[src/rtl/mvm_uart_ctrl.sv]
// Sequencer between the UART RX deframer, the MVM engine and the UART TX serializer.
// Captures one frame, runs the engine handshake, then streams the result LSB byte first.
module mvm_uart_ctrl #(
  parameter int unsigned R       = 2,
  parameter int unsigned C       = 2,
  parameter int unsigned W_K     = 4,
  parameter int unsigned W_X     = 4,
  parameter int unsigned W_Y     = 16,
  parameter int unsigned TIMEOUT = 256,
  localparam int unsigned W_IN   = R*C*W_K + C*W_X,
  localparam int unsigned NB     = (R*W_Y + 7) / 8
) (
  input  logic                 clk,
  input  logic                 rst,
  input  logic                 rx_valid,
  input  logic [W_IN-1:0]      rx_data,
  output logic                 mvm_valid,
  input  logic                 mvm_ready,
  output logic [R*C*W_K-1:0]   mvm_k,
  output logic [C*W_X-1:0]     mvm_x,
  input  logic                 mvm_y_valid,
  input  logic [R*W_Y-1:0]     mvm_y,
  output logic                 tx_valid,
  input  logic                 tx_ready,
  output logic [7:0]           tx_data,
  output logic                 busy,
  output logic                 done,
  output logic                 overrun,
  output logic                 timeout,
  input  logic                 err_clr
);

  localparam int unsigned W_YB  = NB * 8;
  localparam int unsigned CNT_W = $clog2(TIMEOUT);
  localparam int unsigned IDX_W = (NB > 1) ? $clog2(NB) : 1;

  typedef enum logic [1:0] {StIdle, StIssue, StWait, StSend} state_e;

  state_e           state_q;
  logic [CNT_W-1:0] cnt_q;
  logic [IDX_W-1:0] idx_q;
  logic [W_YB-1:0]  y_q;
  logic [W_YB-1:0]  y_ext;
  logic [W_YB-1:0]  y_shift;

  // Result is zero-padded to whole bytes; the register shifts down one byte per accept.
  always_comb begin
    y_ext   = W_YB'(mvm_y);
    y_shift = y_q >> 8;
  end

  always_ff @(posedge clk) begin
    if (rst) begin
      state_q   <= StIdle;
      cnt_q     <= '0;
      idx_q     <= '0;
      y_q       <= '0;
      mvm_valid <= 1'b0;
      mvm_k     <= '0;
      mvm_x     <= '0;
      tx_valid  <= 1'b0;
      tx_data   <= '0;
      busy      <= 1'b0;
      done      <= 1'b0;
      overrun   <= 1'b0;
      timeout   <= 1'b0;
    end else begin
      done <= 1'b0;
      if (err_clr) begin
        overrun <= 1'b0;
        timeout <= 1'b0;
      end
      case (state_q)
        StIdle: begin
          if (rx_valid) begin
            // A frame on the done cycle still counts as arriving while busy.
            if (done) begin
              overrun <= 1'b1;
            end else begin
              mvm_k     <= rx_data[W_IN-1:C*W_X];
              mvm_x     <= rx_data[C*W_X-1:0];
              mvm_valid <= 1'b1;
              busy      <= 1'b1;
              state_q   <= StIssue;
            end
          end
        end
        StIssue: begin
          if (mvm_ready) begin
            mvm_valid <= 1'b0;
            cnt_q     <= '0;
            state_q   <= StWait;
          end
        end
        StWait: begin
          cnt_q <= cnt_q + CNT_W'(1);
          if (mvm_y_valid) begin
            y_q      <= y_ext;
            tx_data  <= y_ext[7:0];
            tx_valid <= 1'b1;
            idx_q    <= '0;
            state_q  <= StSend;
          end else if (cnt_q == CNT_W'(TIMEOUT - 1)) begin
            timeout <= 1'b1;
            busy    <= 1'b0;
            state_q <= StIdle;
          end
        end
        StSend: begin
          if (tx_ready) begin
            if (idx_q == IDX_W'(NB - 1)) begin
              tx_valid <= 1'b0;
              done     <= 1'b1;
              busy     <= 1'b0;
              state_q  <= StIdle;
            end else begin
              idx_q   <= idx_q + IDX_W'(1);
              y_q     <= y_shift;
              tx_data <= y_shift[7:0];
            end
          end
        end
        default: state_q <= StIdle;
      endcase
      if (rx_valid && (state_q != StIdle)) begin
        overrun <= 1'b1;
      end
    end
  end

endmodule

[config.mk]
export PLATFORM = sky130hd
export DESIGN_NAME = mvm_uart_ctrl
export DESIGN_NICKNAME = d
export VERILOG_FILES = /design/src/rtl/mvm_uart_ctrl.sv
export SDC_FILE = /design/constraint.sdc
export NUM_CORES = 1
export LEC_CHECK = 0
export ABC_AREA = 0
export CAP_MARGIN = 25
export CORE_MARGIN = 2
export CORE_UTILIZATION = 31
export CTS_CLUSTER_SIZE = 24
export DETAILED_ROUTE_END_ITERATION = 8
export GPL_TIMING_DRIVEN = 0
export HOLD_SLACK_MARGIN = 0.05
export SLEW_MARGIN = 20
export SYNTH_ARGS = -nofsm -noshare
export SYNTH_HDL_FRONTEND = slang
export SYNTH_SLANG_ARGS = --single-unit
[constraint.sdc]
create_clock -name clk -period 2.1 [get_ports clk]
set_input_delay 0.63 -clock clk [delete_from_list [all_inputs] [get_ports clk]]
set_output_delay 0.63 -clock clk [all_outputs]
set_load 0.005 [all_outputs]
After elaboration in Yosys (flattened, before gate mapping)
Cells that the tools add are included.
{"block": "totals", "reg_bits": 82, "in_bits": 63, "out_inout_bits": 38, "word_cells": 91}
{"block": "classes", "eq_ne": 15, "addsub": 2, "n_bitwise": 3, "mux": 43, "n_reduce_logical": 15}
{"cell": "two-way mux 32 bit", "count": 3}
{"cell": "one-hot mux 32 bit (2 select lines)", "count": 1}
{"cell": "two-way mux 8 bit", "count": 4}
{"cell": "one-hot mux 8 bit (2 select lines)", "count": 2}
{"cell": "two-way mux 2 bit", "count": 10}
{"cell": "two-way mux 1 bit", "count": 18}
{"cell": "inequality test 2 bit, second input constant", "count": 9}
{"cell": "AND reduction 4 bit", "count": 3}
{"cell": "adder 8 x 1 -> 8 bit, second input constant", "count": 1}
{"cell": "equality test 8 bit, second input constant", "count": 1}
{"cell": "one-hot mux 2 bit (4 select lines)", "count": 1}
{"cell": "nonzero test 2 bit", "count": 4}
{"cell": "AND reduction 7 bit", "count": 1}
{"cell": "equality test 2 bit, second input constant", "count": 3}
{"cell": "AND reduction 6 bit", "count": 1}
{"cell": "one-hot mux 1 bit (2 select lines)", "count": 2}
{"cell": "one-hot mux 2 bit (2 select lines)", "count": 1}
{"cell": "inequality test 3 bit, second input constant", "count": 1}
{"cell": "NOT 1 bit", "count": 3}
{"cell": "one-hot mux 1 bit (3 select lines)", "count": 1}
{"cell": "AND reduction 3 bit", "count": 1}
{"cell": "nonzero test 3 bit", "count": 1}
{"cell": "OR reduction 3 bit", "count": 1}
{"cell": "adder 2 x 1 -> 2 bit, second input constant", "count": 1}
{"cell": "4 further kinds", "count": 4}

Depth between registers and ports, before layout
{"block": "logic_depth", "ltp_word": 5, "mapped_depth": 7, "ltp_nobuf": 6}

Least setup slack after synthesis
Ideal clock, no wire load.
{"block": "synth_path", "kind": "register to register", "from": "register state_q[0]", "to": "register busy", "setup_ns": 0.117, "slack_ns": 0.429, "path_stages_with_launch": 8, "t_required_ns": 1.983, "arrival_ns": 1.553, "cell_sequence": "dfxtp_1 > inv_1 > ha_1 > buf_6 > mux2_4 > a211oi_2 > nand2_1 > a32o_1"}
{"block": "synth_between", "elab_chain_cells": 3, "elab_cells_between_ends": 12}
{"element": "start: declaration", "line_no": "39", "rtl": "state_e state_q;"}
{"element": "start signal: assignment", "line_no": "54", "rtl": "state_q <= StIdle;"}
{"element": "start signal: assignment", "line_no": "84", "rtl": "state_q <= StIssue;"}
{"element": "start signal: assignment", "line_no": "92", "rtl": "state_q <= StWait;"}
{"element": "equality test 2 bit or logical NOT 2 bit (tied branches)", "line_no": "73", "rtl": "case (state_q)"}
{"element": "inequality test 2 bit (no line) or nonzero test 3 bit (tied branches)"}
{"element": "AND reduction 7 bit (no line)"}
{"element": "end signal: assignment", "line_no": "63", "rtl": "busy <= 1'b0;"}
{"element": "end signal: assignment", "line_no": "83", "rtl": "busy <= 1'b1;"}
{"element": "end signal: assignment", "line_no": "105", "rtl": "busy <= 1'b0;"}
{"element": "end: declaration", "line_no": "26", "rtl": "output logic busy,"}
Several ways; a longest one is shown, not always the timed one.
A chain may end at the register's enable or synchronous reset.

Worst setup path in the final report
{"block": "layout_path", "from": "register done", "to": "output done"}
{"element": "start: declaration", "line_no": "27", "rtl": "output logic done,"}
{"element": "start signal: assignment", "line_no": "64", "rtl": "done <= 1'b0;"}
{"element": "start signal: assignment", "line_no": "68", "rtl": "done <= 1'b0;"}
{"element": "start signal: assignment", "line_no": "113", "rtl": "done <= 1'b1;"}
No word-level cell between the ends.

==> impl_metrics.toml <==
[logic_synthesis]
synth_nets = 424
synthCells = 355
async_reset_ff_share_pct = 0
ys_seq_area_share_pct = 45.1
syn_area_per_cell_um2 = 9.26
synth_edf_count = 0
synth-seq-cells = 74
ys.flop_type = "dfxtp_1"
yosysWarnings = 0
yosysUniqueCellTypes = 42
syn_area_um2 = 3290

[global_routing]
first_global_vias = 2684
grt.total_usage_pct = 15.2
grt_pass1_wl_mm = 13.6
grt_overflow_total = 0
grt_max_degree = 14
antenna_found_initial = 1

[placed_design]
placed_area_um2 = 4450
gp_congestion = 0.753
port_buffers = 99
hpwl_mm = 6.19
pre_cts_ws_ps = -246

[finish]
mostFrequentLayoutCells = "clkdlybuf4s50_1 (99), dfxtp_1 (74), nand2_1 (57)"
final_common_cell = "clkdlybuf4s50_1"
drive_gt1_share_pct = 13.6
seq_area_um2 = 1480
synthToLayoutAreaGrowth_pct = 41.6
antennaDiodeCount = 0
fin_nets = 534
design_area_um2 = 4650
fill_cells = 981
utilization_pct = 45.1
multi_input_area_um2 = 1590

[floorplan]
num_rows = 37
die-area_um2 = 11400
die_x_um = 107
core_um2 = 10300
start_util_pct = 31.8
ioPinCount = 101
die_y_um = 107

[clocking]
cts.sinks = 74
postCtsSetupRepairBufs = 0
cts_tree = "yes"
cts_buffer_depth = 2
numCtsBuffers = 9
h-tree-depth = 3
root_buffer = "clkbuf_8"
path_clk_slew_ps = 80
ctsHoldBuffers = 0
clock_latency_ps = 340

[timing]
skew_ps = 10.9
max_slew_margin_pct = 53.4
fin_crit_ps = 1990
hold_viol_final = 0
rsz0062_at_grt = "false"
fin_crit_sh_pct = 95.0
worstMarginPinSlew_ps = 699
setup_viol = 0
slew_violations = 0
fin_ws_ps = 106
timing.fmax_mhz = 501

[setup_path]
path_cells = "clkdlybuf4s50_1"
cp_slowest_cell = "clkdlybuf4s50_1"
required_ps = 1470
max_stage_delay_ps = 580
worstPathArrival_ps = 1360
cp_max_fo = 5
critPathKind = "flip-flop to primary output"
cp-end-kind = "primary output"
worstSetupStartpointType = "flip-flop"
critPathBufInv = 1
crit_family = "buffers and inverters"

[detailed_routing]
num_vias = 2762
wl_met1_mm = 4.04
dr.pass1.iters = 4
first_iter_violations = 128
top_layer = "met5"
met3_length_um = 298
wl_per_cell_um = 13.8
via_per_inst = 4.56
post-route-drc-count = 0
met2_length_mm = 3.91
drt_wl_total_mm = 8.35
ant_nets = 0

[job]
max_cap_viol_count = 0

[power]
irDropWorstVdd_mv = 0.472
power_leakage_nw = 1.61
p_total_w = 0.00484
powerDensity_nw_per_um2 = 1040

[run_status]
status = "completed"

[hold_path]
hold_path_class = "flip-flop to flip-flop"
-- timing repair --
action,in CTS,in global routing
setup endpoints to repair,0,1
resized for setup,0,1
endpoints found under the hold margin,0,0
-- logic make-up (layout without fill, tap and decap cells) --
group                      Yosys count  count (layout)  synth area share [%]
and+or+nand+nor                    125             125                  16.9
adders and majority gates            6               6                  2.28
xor gates and xnor gates             4               4                  1.07
DFF                                 74              74                  45.1
buffers and inverters               36             151                  6.66
AOI/OAI and AO/OA                   83              83                  19.6
muxes                               27              27                  8.38
-- per-layer routing --
layer  vias to the layer above  GRT usage [%]
met2                        48           24.6
li1                       1450              -
met4                         2           5.10
met1                      1255           20.2
met3                         7           2.92
met5                         -              0
-- where the power goes --
group,internal (W),switching [W],total [W]
Sequential,0.00170,0.000158,0.00186
Clock,0.000584,0.000567,0.00115
Combinational,0.000945,0.000891,0.00184
Total,0.00323,0.00162,0.00484
-- flip-flops by register name, indices dropped and copies added, names as in the netlist, 2 cells and up --
register / count
y_q: 25
mvm_x: 8
mvm_k: 16
cnt_q: 8
idx_q: 2
tx_data: 7
state_q: 2
-- layout make-up --
cell class              instances  share of cell area, %
flip-flops and latches         74                   31.8
well taps                     136                   3.66
repair buffers                 99                   21.3
inverters                       5                  0.403
plain buffers                  31                   4.30
clock buffers                  10                   2.96
clock inverters                 6                   1.40
multi-input cells             245                   34.1
-- synth_stat cells, drive strengths merged (6+ instances only) --
library cell / count / area, um2
mux2i: 26 / 260
nand2: 57 / 214
clkbuf: 11 / 45.1
nor2: 43 / 164
a211oi: 25 / 288
a21oi: 35 / 175
a22oi: 9 / 67.6
ha: 6 / 75.1
dfxtp: 74 / 1480
buf: 20 / 155
-- per-stage QoR --
| step | hold WS, ps | std cells | setup TNS [ps] |
|---|---|---|---|
| finish | 456 | 606 | 0 |
| global placement | 442 | 590 | -5460 |
| CTS | 458 | 606 | 0 |
| global route | 480 | 606 | 0 |
| detailed placement | 446 | 590 | -6390 |
| floorplan | 448 | 355 | 0 |
-- tightest hold or removal path: stages (launching register included) --
cell and delay [ps]:
dfxtp_1 310, nand2_1 50, a21oi_1 50
-- path summary, 6_finish.rpt --
check,slack (ps),cells after the start,to,startpoint
max,110,1,done,done
min,460,2,overrun,overrun
max reg2reg,210,7,y_q[15],state_q[0]
min reg2reg,460,2,overrun,overrun
(Power assumes the default switching activity.)
